[config.mk]
export PLATFORM = sky130hd
export DESIGN_NAME = spi_temp_poller
export DESIGN_NICKNAME = d
export VERILOG_FILES = /design/src/rtl/spi_temp_poller.sv
export SDC_FILE = /design/constraint.sdc
export NUM_CORES = 1
export LEC_CHECK = 0
export ABC_AREA = 1
export CAP_MARGIN = 40
export CORE_MARGIN = 1.5
export CORE_UTILIZATION = 40
export DETAILED_ROUTE_END_ITERATION = 8
export GPL_TIMING_DRIVEN = 0
export PLACE_DENSITY = 0.61
export SKIP_LAST_GASP = 1
export SLEW_MARGIN = 20
export SYNTH_ARGS = -nofsm -noshare
export SYNTH_HDL_FRONTEND = slang
export SYNTH_SLANG_ARGS = --single-unit
export TNS_END_PERCENT = 30
[constraint.sdc]
create_clock -name clk -period 2.05 [get_ports clk]
set_input_delay 0.5125 -clock clk [delete_from_list [all_inputs] [get_ports clk]]
set_output_delay 0.5125 -clock clk [all_outputs]
set_load 0.01 [all_outputs]
[src/rtl/spi_temp_poller.sv]
`default_nettype none
// ============================================================================
// Module   : spi_temp_poller
// Purpose  : Autonomous SPI master polling NUM_CH LM70/LM07-style sensors on
//            a shared SCK/SIO bus. Keeps the latest reading of each channel
//            and a per-channel signed over-temperature alarm with hysteresis.
// Revision : 1.0  initial release
// ============================================================================
module spi_temp_poller #(
    parameter int NUM_CH      = 2,
    parameter int FRAME_BITS  = 16,
    parameter int DATA_BITS   = 8,
    parameter int CLK_DIV     = 2,
    parameter int POLL_CYCLES = 1000
) (
    input  logic                          clk,
    input  logic                          rst,
    input  logic                          en,
    input  logic                          start,
    input  logic [DATA_BITS-1:0]          thresh_hi,
    input  logic [DATA_BITS-1:0]          thresh_lo,
    input  logic                          miso,
    output logic [NUM_CH-1:0]             cs_n,
    output logic                          sck,
    output logic [NUM_CH*DATA_BITS-1:0]   temp_data,
    output logic                          valid,
    output logic [2:0]                    ch_id,
    output logic [NUM_CH-1:0]             alarm,
    output logic                          busy
);

    localparam logic [2:0] c_ST_IDLE  = 3'd0;
    localparam logic [2:0] c_ST_SETUP = 3'd1;
    localparam logic [2:0] c_ST_HI    = 3'd2;
    localparam logic [2:0] c_ST_LO    = 3'd3;
    localparam logic [2:0] c_ST_GAP   = 3'd4;
    localparam logic [2:0] c_ST_WAIT  = 3'd5;

    localparam int c_DIV_W  = $clog2(CLK_DIV + 1);
    localparam int c_BIT_W  = $clog2(FRAME_BITS + 1);
    localparam int c_WAIT_W = $clog2(POLL_CYCLES + 1);

    logic [2:0]                  r_state;
    logic [2:0]                  w_state_nxt;
    logic [2:0]                  r_ch_id;
    logic [2:0]                  w_ch_nxt;
    logic [NUM_CH-1:0]           r_cs_n;
    logic [NUM_CH-1:0]           w_cs_n_nxt;
    logic                        r_sck;
    logic                        w_sck_nxt;
    logic                        r_busy;
    logic                        w_busy_nxt;
    logic [c_DIV_W-1:0]          r_div_cnt;
    logic [c_BIT_W-1:0]          r_bit_cnt;
    logic [c_WAIT_W-1:0]         r_wait_cnt;
    logic [FRAME_BITS-1:0]       r_shift;
    logic [FRAME_BITS-1:0]       w_shift_nxt;
    logic [NUM_CH*DATA_BITS-1:0] r_temp;
    logic                        r_valid;
    logic [NUM_CH-1:0]           r_alarm;

    logic                        w_div_done;
    logic                        w_last_bit;
    logic                        w_wait_done;
    logic                        w_last_ch;
    logic                        w_enter_hi;
    logic                        w_enter_gap;
    logic                        w_enter_setup;
    logic [DATA_BITS-1:0]        w_reading;
    logic                        w_set;
    logic                        w_clr;

    assign w_div_done  = (r_div_cnt == c_DIV_W'(CLK_DIV - 1));
    assign w_last_bit  = (r_bit_cnt == c_BIT_W'(FRAME_BITS));
    assign w_wait_done = (r_wait_cnt == c_WAIT_W'(POLL_CYCLES));
    assign w_last_ch   = (r_ch_id == 3'(NUM_CH - 1));

    assign w_enter_hi    = (w_state_nxt == c_ST_HI)    && (r_state != c_ST_HI);
    assign w_enter_gap   = (w_state_nxt == c_ST_GAP)   && (r_state != c_ST_GAP);
    assign w_enter_setup = (w_state_nxt == c_ST_SETUP) && (r_state != c_ST_SETUP);

    // Reading is the top DATA_BITS of the completed frame; compares are signed
    assign w_reading = r_shift[FRAME_BITS-1 -: DATA_BITS];
    assign w_set     = $signed(w_reading) >= $signed(thresh_hi);
    assign w_clr     = $signed(w_reading) <  $signed(thresh_lo);

    // Next-state decode; en is only consulted in IDLE, at GAP exit and in WAIT
    always_comb begin
        w_state_nxt = r_state;
        case (r_state)
            c_ST_IDLE:  if (en) w_state_nxt = c_ST_SETUP;
            c_ST_SETUP: if (w_div_done) w_state_nxt = c_ST_HI;
            c_ST_HI:    if (w_div_done) w_state_nxt = c_ST_LO;
            c_ST_LO:    if (w_div_done) w_state_nxt = w_last_bit ? c_ST_GAP : c_ST_HI;
            c_ST_GAP: begin
                if (w_div_done) begin
                    if (!en)            w_state_nxt = c_ST_IDLE;
                    else if (w_last_ch) w_state_nxt = c_ST_WAIT;
                    else                w_state_nxt = c_ST_SETUP;
                end
            end
            c_ST_WAIT: begin
                if (!en)                        w_state_nxt = c_ST_IDLE;
                else if (start || w_wait_done)  w_state_nxt = c_ST_SETUP;
            end
            default:    w_state_nxt = c_ST_IDLE;
        endcase
    end

    // Output decode from the next state so the pins are registered with it
    always_comb begin
        w_ch_nxt = r_ch_id;
        if (w_enter_setup) begin
            w_ch_nxt = (r_state == c_ST_GAP) ? r_ch_id + 3'd1 : 3'd0;
        end
        w_cs_n_nxt = '1;
        for (int k = 0; k < NUM_CH; k++) begin
            if ((w_state_nxt == c_ST_SETUP || w_state_nxt == c_ST_HI ||
                 w_state_nxt == c_ST_LO) && (w_ch_nxt == 3'(k))) begin
                w_cs_n_nxt[k] = 1'b0;
            end
        end
        w_sck_nxt  = (w_state_nxt == c_ST_HI);
        w_busy_nxt = (w_state_nxt == c_ST_SETUP) || (w_state_nxt == c_ST_HI) ||
                     (w_state_nxt == c_ST_LO)    || (w_state_nxt == c_ST_GAP);
    end

    // State register together with the bus-facing control outputs
    always_ff @(posedge clk) begin
        if (rst) begin
            r_state <= c_ST_IDLE;
            r_ch_id <= 3'd0;
            r_cs_n  <= '1;
            r_sck   <= 1'b0;
            r_busy  <= 1'b0;
        end else begin
            r_state <= w_state_nxt;
            r_ch_id <= w_ch_nxt;
            r_cs_n  <= w_cs_n_nxt;
            r_sck   <= w_sck_nxt;
            r_busy  <= w_busy_nxt;
        end
    end

    // MSB-first shift: new bit enters at the bottom
    always_comb begin
        w_shift_nxt[0] = miso;
        for (int i = 1; i < FRAME_BITS; i++) begin
            w_shift_nxt[i] = r_shift[i-1];
        end
    end

    // Phase timer, bit counter, poll timer and receive shifter
    always_ff @(posedge clk) begin
        if (rst) begin
            r_div_cnt  <= '0;
            r_bit_cnt  <= '0;
            r_wait_cnt <= '0;
            r_shift    <= '0;
        end else begin
            r_div_cnt  <= (w_state_nxt != r_state) ? '0 : r_div_cnt + c_DIV_W'(1);
            r_wait_cnt <= (r_state != c_ST_WAIT) ? '0 : r_wait_cnt + c_WAIT_W'(1);
            if (w_enter_setup) begin
                r_bit_cnt <= '0;
            end else if (w_enter_hi) begin
                r_bit_cnt <= r_bit_cnt + c_BIT_W'(1);
            end
            // Sample on the edge that raises sck; sensor shifts on the fall
            if (w_enter_hi) begin
                r_shift <= w_shift_nxt;
            end
        end
    end

    // Commit the finished frame to its channel slice and update its alarm
    always_ff @(posedge clk) begin
        if (rst) begin
            r_temp  <= '0;
            r_valid <= 1'b0;
            r_alarm <= '0;
        end else begin
            r_valid <= w_enter_gap;
            if (w_enter_gap) begin
                for (int k = 0; k < NUM_CH; k++) begin
                    if (r_ch_id == 3'(k)) begin
                        r_temp[k*DATA_BITS +: DATA_BITS] <= w_reading;
                        // Set wins over clear when the thresholds are inverted
                        if (w_set)      r_alarm[k] <= 1'b1;
                        else if (w_clr) r_alarm[k] <= 1'b0;
                    end
                end
            end
        end
    end

    assign cs_n      = r_cs_n;
    assign sck       = r_sck;
    assign temp_data = r_temp;
    assign valid     = r_valid;
    assign ch_id     = r_ch_id;
    assign alarm     = r_alarm;
    assign busy      = r_busy;

endmodule
`default_nettype wire

## After elaboration in Yosys (flattened, before gate mapping)

Index checks and enable logic that the tools add are counted.

- Bitwise gates (word level): 0
- Shift operators: 0
- Divide/modulo/power cells: 0
- Mux-type cells: 17
- Magnitude comparators: 2
- Multiply operators: 0
- Equal/unequal tests: 19
- Reductions and logical operators: 20
- $add $sub $neg: 4

Operators with widths:

| kind | count |
|---|---|
| 3-bit 2-to-1 mux | 12 |
| 3-bit case mux with 6 select lines | 1 |
| 3-bit by 1-bit == test with 1-bit output (second input constant) | 4 |
| 3-bit by 2-bit == test with 1-bit output (second input constant) | 4 |
| 10-bit by 1-bit adder with 10-bit output (second input constant) | 1 |
| 10-bit == test (second input constant) | 1 |
| 3-bit == test (second input constant) | 3 |
| 3-bit zero test | 3 |
| 8-bit greater-or-equal comparator | 1 |
| 8-bit < comparator | 1 |
| 3-bit != test (second input constant) | 2 |
| 3-bit AND reduction | 2 |
| 2-bit OR reduction | 3 |
| 5-bit by 1-bit adder with 5-bit output (second input constant) | 1 |
| 5-bit == test (second input constant) | 1 |
| 1-bit logical AND | 5 |
| 1-bit logical OR | 4 |
| 1-bit 2-to-1 mux | 4 |
| 2-bit AND reduction | 2 |
| 3-bit by 1-bit adder with 3-bit output (second input constant) | 1 |
| 3-bit by 1-bit != test with 1-bit output (second input constant) | 1 |
| 3-bit by 2-bit != test with 1-bit output (second input constant) | 1 |
| 3-bit != test | 1 |
| 2-bit by 1-bit adder with 2-bit output (second input constant) | 1 |
| 2 further kinds | 2 |

- Bits in read-only memories: 0
- Bits in latches: 0
- Memory bits (writable): 0
- Register bits after elaboration: 62
- Memories: 0
- Input port bits: 21

## Longest topological paths before layout

Gate-level depths: netlist of run 1.

- Word-level depth: 11
- Mapped depth: 15
- Depth with buffers taken out: 15

## Least setup slack after synthesis of run 1

Ideal clock, no wire load.

- Path type: input to register
- Start point: input thresh_hi[7]
- End point: register r_alarm[0] (netlist: alarm[0])
- Path slack: 0.251 ns
- Stages: 11
- Arrival: 1.685 ns
- Buffers on the path: 0
- Cells stage by stage: inv_1 ha_1 a21o_1 a21oi_1 nand2_1 nand2_1 nand2_1 nor2_1 nand2_1 a21oi_1 nor2_1

- Cells in the longest elaborated chain, start to end: 3

RTL lines:

| element | RTL line | text |
|---|---|---|
| start: declaration | 20 | `input logic [DATA_BITS-1:0] thresh_hi,` |
| 8-bit greater-or-equal comparator * | 84 | `assign w_set = $signed(w_reading) >= $signed(thresh_hi);` |
| 2-bit nonzero test (no line) | - |  |
| 3-bit AND reduction (no line) | - |  |
| end signal: assignment | 180 | `r_alarm <= '0;` |
| end signal: indexed assignment | 188 | `if (w_set) r_alarm[k] <= 1'b1;` |
| end signal: indexed assignment | 189 | `else if (w_clr) r_alarm[k] <= 1'b0;` |
| end: declaration | 60 | `logic [NUM_CH-1:0] r_alarm;` |

Every way passes the cells marked *; elsewhere a longest branch is shown, timed or not.
A chain may end at the register's enable or synchronous reset.

## Final worst setup path of run 1

- Start point: input thresh_hi[5]
- End point: register r_alarm[0] (netlist: alarm[0])

Same word-level chain as after synthesis.

==> results of run 1 <==
==> flip-flops by register name, indices dropped and copies added, names as in the netlist <==
name,cells
r_state,3
r_shift,16
r_div_cnt,2
cs_n,2
ch_id,3
r_bit_cnt,5
temp_data,16
valid,1
alarm,2
busy,1
sck,1
r_wait_cnt,10
==> power groups by stage <==
stage	combinational [W]	clock, W	sequential (W)
floorplan	0.000333	0	0.00133
global placement	0.000490	0	0.00134
detailed placement	0.000494	0	0.00134
CTS	0.000497	0.00136	0.00131
global route	0.000618	0.00141	0.00132
finish	0.000543	0.00134	0.00131
==> metrics by stage <==
stage | util | total power, W | cells | setup WS [ns]
floorplan | - | 0.00166 | 430 | 0.251
global placement | 0.498 | 0.00183 | 574 | -0.337
detailed placement | 0.498 | 0.00183 | 574 | -0.384
CTS | 0.532 | 0.00317 | 590 | -0.0431
global route | 0.552 | 0.00335 | 594 | -0.0229
finish | 0.552 | 0.00320 | 594 | 0.0883
==> worst paths after layout <==
check / startpoint / slack, ns / depth (start not counted) / end
max: thresh_hi[5] / 0.09 / 12 / alarm[0]
min: r_div_cnt[0] / 0.44 / 1 / r_div_cnt[0]
max reg2reg: r_bit_cnt[0] / 0.12 / 12 / r_bit_cnt[1]
min reg2reg: r_div_cnt[0] / 0.44 / 1 / r_div_cnt[0]
==> cell usage in the layout (no fill, tap or decap), types with 6 or more instances in the layout <==
cell             count
clkbuf_1             7
a21oi_1             41
ha_1                18
o21ai_0             25
inv_2                7
o21ai_1              7
nand3_1             21
dfxtp_1             62
nor3_1               6
clkdlybuf4s50_1     43
nor2_1              49
nand2_1             80
clkbuf_8            11
inv_1               63
==> worst reg2reg max path, stage by stage, from the launching register on <==
cell,delay [ns]
dfxtp_1,0.34
inv_1,0.08
ha_1,0.15
nand2_1,0.07
nor2_1,0.13
nand3_1,0.13
a21oi_4,0.28
inv_2,0.08
nand3_4,0.13
clkbuf_4,0.23
nand2_1,0.07
o211ai_1,0.09
inv_1,0.05
==> final cells by class <==
type / instances / area, sq um
Buffer: 10 / 55.1
Multi-Input combinational cell: 287 / 1620
Fill cell: 698 / 3280
Inverter: 71 / 269
Clock buffer: 13 / 159
Timing Repair Buffer: 49 / 485
Tap cell: 99 / 124
Sequential cell: 62 / 1240
Clock inverter: 3 / 90.1
==> logic make-up after synthesis <==
kind of cell,share of synthesized area
AO/OA/AOI/OAI,0.141
XOR/XNOR,0.0114
adder cells (fa/ha/maj),0.0935
buffers and inverters,0.103
flip-flops,0.403
AND/OR/NAND/NOR,0.248
==> repair_timing <==
action	4_1_cts	5_1_grt
gates resized for setup	0	26
pin swaps	0	11
buffers inserted	0	4
endpoints found under the setup margin	10	30
==> routing by layer <==
layer / wire length, um / global-route usage / vias to the layer above
li1: - / - / 1488
met1: 3440 / 0.237 / 1260
met2: 3020 / 0.275 / 73
met3: 409 / 0.0505 / 10
met4: 108 / 0.0542 / 0
met5: 0 / 0 / -
==> reports/results.txt, run 1 <==
status: finished, final reports clean
gr usage total: 0.177
die area: 8230 sq um
Rel. slew slack: 0.673
WL/cell: 11.7 um
Slew @ Worst Pin: 0.491 ns
CTS Root Buffer Type: clkbuf_8
area of the mapped netlist: 3080 sq um
clock sinks: 62
RSZ-0062 raised after global routing: yes
vias in the first global route: 2626
sequential share of power: 0.410
final setup fails: 0
routed wire length: 6980 um
Comb power frac: 0.170
clk slew on worst S/H paths: 0.07 ns
Maximum Capacitance Violations: 0
asr flop ratio synth: 0
count leader, synth: nand2_1
first-pass GRT wire length: 11800 um
ys flop type: dfxtp_1
final period utilization: 0.957
post-layout minimum cycle time: 1.96 ns
Num CTS Buffers: 9
DRC viols: 0
leading area contributor after synthesis: dfxtp_1
Power Dens Cells: 790 nW/um^2
synth top area cells: dfxtp_1 40%, nand2_1 10%, ha_1 9.3%
Starting DRT DRC Count: 212
Int Pwr: 0.00236 W
area share of the largest cell type after synthesis: 0.403
Die Ht: 90.7 um
Post-CTS Hold Buffers: 0
Row Count: 31
number of inserted diodes: 0
FMAX: 0.510 GHz
cells along the critical path: clkdlybuf4s50_1 > inv_1 > ha_4 > a21o_1 > a21oi_2 > nand2_1 > nand2_1 > nand2_2 > nor2_4 > nand2_2 > a21oi_2 > nor2_1
startpoint types: input port
final setup skew: 0.00745 ns
WP data arrival: 2.20 ns
layout cells sized above 1: 0.111
initial antenna violation count: 0
number of synthesized flops with an enable pin: 0
H-tree depth: 3
Final nets: 534
Ys Warns: 0
type of the worst min-delay path: reg -> reg
critical path type: in -> reg
DRT Pass-1 Iters: 4
GRT Residual Overflow: 0
post-route ant nets: 0
worst-path fanout max: 3
IO buf count: 45
Floorplan Core Area: 7330 sq um
slowest stage cell, crit path: clkdlybuf4s50_1
Clock Path Buffers: 2
routed vias: 2831
Commonest cells post-synth: 84 x nand2_1, 65 x inv_1, 62 x dfxtp_1
syn_area_per_cell: 7.16 sq um
Initial Utilization: 0.420
Post-DP HPWL: 5000 um
Crit path buffers/inverters: 2
syn_nets: 474
FF+latch count, synth: 62
Layout area overhead: 31.5%
Yosys cell types: 28
part of the power in the clock network: 0.420
chip width: 90.7 um
TritonCTS clock tree: done
post-route cell area: 4050 sq um
largest net degree at the start of global routing: 11
Seq/Total Area, Yosys: 0.403
io pins: 47
clk_lat worst skew: 0.34 ns
synthesized instance count: 430
TNS Setup: 0 ns
CP max stage delay: 0.45 ns
Slew Limit Fails: 0
critical path endpoint category: flop
Fin. Hold Viols: 0
Sw Ratio: 0.262
worst vdd ir: 0.521 mV
worst endpoint required time: 2.29 ns
Final GP Congestion: 0.828
DR vias/cell: 4.77
Pleak: 1.80 nW
Min Hold Slack: 0.442 ns
DP Area: 3650 sq um
CP top delay family: buffers and inverters
Net Switching: 0.000837 W
Power figures use the tool's default switching activity.
==> run 2: changes to the inputs <==
--- a/config.mk
+++ b/config.mk
@@ -8,10 +8,11 @@
 export ABC_AREA = 1
 export CAP_MARGIN = 40
 export CORE_MARGIN = 1.5
-export CORE_UTILIZATION = 40
+export CORE_UTILIZATION = 49
 export DETAILED_ROUTE_END_ITERATION = 8
 export GPL_TIMING_DRIVEN = 0
-export PLACE_DENSITY = 0.61
+export PLACE_DENSITY = 0.73
+export RECOVER_POWER = 50
 export SKIP_LAST_GASP = 1
 export SLEW_MARGIN = 20
 export SYNTH_ARGS = -nofsm -noshare
==> run 2 against run 1 <==
Global-route usage is 3.7 points higher. Critical path depth grew 1. Routed wire length down 2.5%. Die area is 18% lower. Maximum frequency grew 0.75%. First-iteration DRC count fell by 12%. Clock-buffer cell count shrank 1. Via count is 0.71% higher. Largest power group is now registers.
==> reports/results.txt, run 2 (synthesis results as in run 1) <==
status: finished, final reports clean
Slew Limit Fails: 0 (unchanged)
initial antenna violation count: 0 (unchanged)
Final nets: 535 (+0.19%)
met1 wire length: 3180 um (-7.5%)
DRC viols: 0 (unchanged)
Final GP Congestion: 0.855 (+3.3%)
Floorplan Core Area: 5990 sq um (-18%)
Initial Utilization: 0.514 (+0.0939)
max layer used: met4
Post-CTS Hold Buffers: 0 (unchanged)
DP Area: 3620 sq um (-0.82%)
first-pass GRT wire length: 11000 um (-6.8%)
met2 wire len: 3220 um (+6.6%)
number of inserted diodes: 0 (unchanged)
final period utilization: 0.950 (-0.00710)
GRT Residual Overflow: 0 (unchanged)
clk slew on worst S/H paths: 0.07 ns (about the same)
FMAX: 0.514 GHz (+0.75%)
vias in the first global route: 2509 (-4.5%)
H-tree depth: 3 (unchanged)
Slew @ Worst Pin: 0.463 ns (-0.0283 ns)
CTS Root Buffer Type: clkbuf_8
type of the worst min-delay path: reg -> reg
Layout area overhead: 28.9%
Power Dens Cells: 744 nW/um^2 (-5.9%)
depth of the worst hold-timing path: 1 (unchanged)
die area: 6770 sq um (-18%)
Rel. slew slack: 0.691 (+0.0189)
critical path endpoint category: flop
startpoint types: flop
TNS Setup: 0 ns (unchanged)
Maximum Capacitance Violations: 0 (unchanged)
io pins: 47 (unchanged)
routed wire length: 6800 um (-2.5%)
layout cells sized above 1: 0.109 (-0.00224)
commonest non-fill, non-tap cell in the layout: nand2_1
RSZ-0062 raised after global routing: yes
FF-to-FF path depth: 13 (+1)
post-route cell area: 3970 sq um (-2.0%)
Die Ht: 82.3 um (-9.3%)
chip width: 82.3 um (-9.3%)
Post-DP HPWL: 4940 um (-1.1%)
most frequent cells in the layout: 80 x nand2_1, 65 x inv_1, 62 x dfxtp_1, 49 x nor2_1, 45 x clkdlybuf4s50_1
WL/cell: 11.9 um (+1.4%)
TritonCTS clock tree: done
largest net degree at the start of global routing: 11 (unchanged)
worst vdd ir: 0.728 mV (+40%)
worst endpoint required time: 2.27 ns (-0.02 ns)
Fin. Hold Viols: 0 (unchanged)
Starting DRT DRC Count: 186 (-12%)
DR vias/cell: 4.99 (+4.8%)
post-layout minimum cycle time: 1.95 ns (-0.0146 ns)
IO buf count: 45 (unchanged)
Row Count: 28 (-9.7%)
clk_lat worst skew: 0.33 ns (about the same)
post-route ant nets: 0 (unchanged)
Num CTS Buffers: 9 (unchanged)
gr usage total: 0.214 (+0.0372)
final setup skew: 0.00610 ns (-0.00135 ns)
metal3 WL: 331 um (-19%)
final setup fails: 0 (unchanged)
DRT Pass-1 Iters: 5 (+1)
routed vias: 2851 (+0.71%)
Pleak: 1.78 nW (-1.3%)
Clock Path Buffers: 2 (unchanged)
WP data arrival: 2.17 ns (-0.03 ns)
worst-path fanout max: 10 (+7)
clock sinks: 62 (unchanged)
critical path type: reg -> reg
-- run 2: changes by cell type in the layout (fill, tap and decap cells not counted), sizes merged --
| cell | before | now |
|---|---|---|
| buf | 7 | 9 |
| dlymetal6s2s | 2 | 0 |
| clkinv | 0 | 3 |
| bufinv | 3 | 1 |
| clkbuf | 20 | 18 |
| clkdlybuf4s50 | 43 | 45 |
-- run 2: final cells by class --
type                       count  area [sq um]
fill                         514          2020
timing repair buffer          50           488
tap                           75          93.8
clock buffer                  12           155
sequential                    62          1240
inverter                      71           269
multi-input combinational    287          1620
buffer                        10          58.8
clock inverter                 4          45.0
-- run 2: what timing repair did --
action                                  in CTS  in global routing
resized for setup                            1                 24
pin swaps                                    0                  8
setup buffers                                0                  5
endpoints found under the setup margin       9                 43
-- run 2: worst paths after layout --
kind / startpoint / end / slack [ns]
worst min-delay path: r_div_cnt[0] / r_div_cnt[0] / 0.44
worst min register to register: r_div_cnt[0] / r_div_cnt[0] / 0.44
worst max-delay path: r_div_cnt[1] / r_bit_cnt[1] / 0.10
worst max register to register: r_div_cnt[1] / r_bit_cnt[1] / 0.10
-- run 2: report_power, final --
part	switching, W	total [W]	internal (W)
combinational	0.000330	0.000568	0.000238
clock	0.000451	0.00107	0.000622
sequential	0.0000519	0.00131	0.00126
-- run 2: stage by stage --
step                hold slack, ns  utilization  std cells  setup slack [ns]  power (W)
floorplan                    0.408            -        430             0.251    0.00166
global placement             0.419        0.605        550            -0.305    0.00182
detailed placement           0.428        0.605        550            -0.372    0.00183
CTS                          0.438        0.638        566           -0.0188    0.00290
global route                 0.464        0.662        571           -0.0506    0.00311
finish                       0.437        0.662        571             0.103    0.00295
-- run 2: routing by layer --
metal,vias to the layer above,track usage
met5,-,0
met4,0,0.0542
met3,9,0.0703
met2,70,0.346
met1,1282,0.274
li1,1490,-
-- run 2: worst max-delay path: stages (launching register included) --
cell and delay [ns]:
dfxtp_1 0.33, inv_1 0.05, ha_2 0.20, inv_1 0.14, nand2_1 0.08, nand2_1 0.06
nor2_1 0.04, nor2_2 0.14, nand3_4 0.14, inv_2 0.11, nand3_4 0.11, clkbuf_4 0.22
o211ai_1 0.17, inv_1 0.06
==> run 3: changes to the inputs <==
--- a/config.mk
+++ b/config.mk
@@ -8,10 +8,10 @@
 export ABC_AREA = 1
 export CAP_MARGIN = 40
 export CORE_MARGIN = 1.5
-export CORE_UTILIZATION = 49
+export CORE_UTILIZATION = 54
 export DETAILED_ROUTE_END_ITERATION = 8
 export GPL_TIMING_DRIVEN = 0
-export PLACE_DENSITY = 0.73
+export PLACE_DENSITY = 0.79
 export RECOVER_POWER = 50
 export SKIP_LAST_GASP = 1
 export SLEW_MARGIN = 20
==> run 3 against run 2 <==
Combinational power down 2%. Largest cell class unchanged. Power is 0.47% lower. Critical path depth is 3 lower. Utilization is 5.7 points higher. Final area shrank 0.16%. Routed wire length grew 4.3%. First-iteration DRC count fell by 23%. Cell count is 0.53% lower. Clock power barely moved.
==> reports/results.txt, run 3 (synthesis results as in run 1) <==
Post-DP HPWL: 5120 um (+3.7%)
IO buf count: 45 (unchanged)
FMAX: 0.505 GHz (-1.6%)
Slew @ Worst Pin: 0.488 ns (+0.0255 ns)
WP data arrival: 2.21 ns (+0.04 ns)
H-tree depth: 3 (unchanged)
number of inserted diodes: 0 (unchanged)
worst vdd ir: 0.714 mV (-1.9%)
Final WS setup: 0.0708 ns (-0.0320 ns)
commonest non-fill, non-tap cell in the layout: nand2_1
worst endpoint required time: 2.28 ns (about the same)
vias in the first global route: 2846 (+13%)
Floorplan Core Area: 5510 sq um (-8.1%)
DR vias/cell: 5.19 (+4.0%)
final period utilization: 0.965 (+0.0156)
Power Dens Cells: 741 nW/um^2 (-0.32%)
final setup fails: 0 (unchanged)
layout cells sized above 1: 0.113 (+0.00403)
routed wire length: 7090 um (+4.3%)
startpoint types: flop
status: finished, final reports clean
DRC viols: 0 (unchanged)
DRT Pass-1 Iters: 4 (-1)
Post-CTS Hold Buffers: 0 (unchanged)
post-route ant nets: 0 (unchanged)
Final nets: 535 (unchanged)
CTS Root Buffer Type: clkbuf_8
Num CTS Buffers: 9 (unchanged)
gr usage total: 0.249 (+0.0348)
clock sinks: 62 (unchanged)
final setup skew: 0.00375 ns (-0.00235 ns)
routed vias: 2950 (+3.5%)
Clock Path Buffers: 2 (unchanged)
Initial Utilization: 0.559 (+0.0452)
Post-Place Cells: 547 (-0.55%)
most frequent cells in the layout: 81 x nand2_1, 63 x inv_1, 62 x dfxtp_1, 49 x nor2_1, 44 x clkdlybuf4s50_1
critical path endpoint category: flop
Rel. slew slack: 0.675 (-0.0170)
Row Count: 27 (-3.6%)
type of the worst min-delay path: reg -> reg
die area: 6160 sq um (-8.9%)
WL/cell: 12.5 um (+4.9%)
Fin. Hold Viols: 0 (unchanged)
Die Ht: 78.5 um (-4.6%)
io pins: 47 (unchanged)
Final Non-Filler Cells: 568 (-0.53%)
first-pass GRT wire length: 12200 um (+11%)
Starting DRT DRC Count: 143 (-23%)
Slew Limit Fails: 0 (unchanged)
post-layout minimum cycle time: 1.98 ns (+0.0320 ns)
clk slew on worst S/H paths: 0.07 ns (about the same)
chip width: 78.5 um (-4.6%)
initial antenna violation count: 0 (unchanged)
Layout area overhead: 28.7%
Pleak: 1.79 nW (+0.38%)
clk_lat worst skew: 0.34 ns (about the same)
worst-path fanout max: 6 (-4)
RSZ-0062 raised after global routing: yes
critical path type: reg -> reg
pre-CTS WS: -0.430 ns (-0.0580 ns)
Final GP Congestion: 0.855 (about the same)
GRT Residual Overflow: 0 (unchanged)
Maximum Capacitance Violations: 0 (unchanged)
largest net degree at the start of global routing: 11 (unchanged)
TritonCTS clock tree: done
-- run 3: final timing paths --
kind	start	end	slack, ns	depth (start not counted)
setup / recovery	r_div_cnt[0]	cs_n[0]	0.07	10
hold / removal	r_shift[3]	r_shift[4]	0.46	2
setup reg to reg	r_div_cnt[0]	cs_n[0]	0.07	10
hold reg to reg	r_shift[3]	r_shift[4]	0.46	2
-- run 3: critical path, stage by stage, from the launching register on --
cell	delay [ns]
dfxtp_1	0.36
ha_2	0.25
nand2_1	0.08
nor2_1	0.13
nand3_1	0.13
a21oi_4	0.25
nand2_1	0.18
o21ai_1	0.21
nand2_1	0.07
nor2_1	0.15
nand2_1	0.07
-- run 3: what timing repair did --
| action | in CTS | in global routing |
|---|---|---|
| gates resized for setup | 3 | 20 |
| cloned | 0 | 0 |
| setup buffers | 0 | 5 |
| pin swaps | 0 | 11 |
| setup endpoints to repair | 12 | 44 |
| endpoints found under the hold margin | 0 | 0 |
-- run 3: per-stage QoR --
stage / TNS, ns / cell area, sq um / utilization / hold WS [ns] / power (W)
finish: 0 / 3960 / 0.719 / 0.455 / 0.00294
global route: -0.148 / 3960 / 0.719 / 0.476 / 0.00309
CTS: -0.193 / 3830 / 0.695 / 0.456 / 0.00289
detailed placement: -4.66 / 3620 / 0.657 / 0.443 / 0.00184
global placement: -3.40 / 3620 / 0.657 / 0.418 / 0.00181
floorplan: 0 / 3080 / - / 0.408 / 0.00166
-- run 3: per-layer routing --
metal  up-vias  part of all wire  global-route usage
met5         -                 0                   0
met4         0             0.017              0.0893
met3        14             0.056              0.0756
met2        90              0.49               0.422
met1      1353              0.44               0.298
li1       1493                 -                   -
-- run 3: power by group --
group	switching (W)	total, W	internal (W)	leakage [nW]
registers	0.0000563	0.00131	0.00126	0.501
clock network	0.000444	0.00107	0.000621	0.106
logic	0.000326	0.000556	0.000230	1.18
-- run 3: cell type report --
class	instances	area, sq um
Buffer	10	55.1
Clock buffer	12	155
Clock inverter	4	45.0
Fill cell	448	1550
Inverter	71	269
Multi-Input combinational cell	287	1610
Sequential cell	62	1240
Tap cell	72	90.1
Timing Repair Buffer	50	490
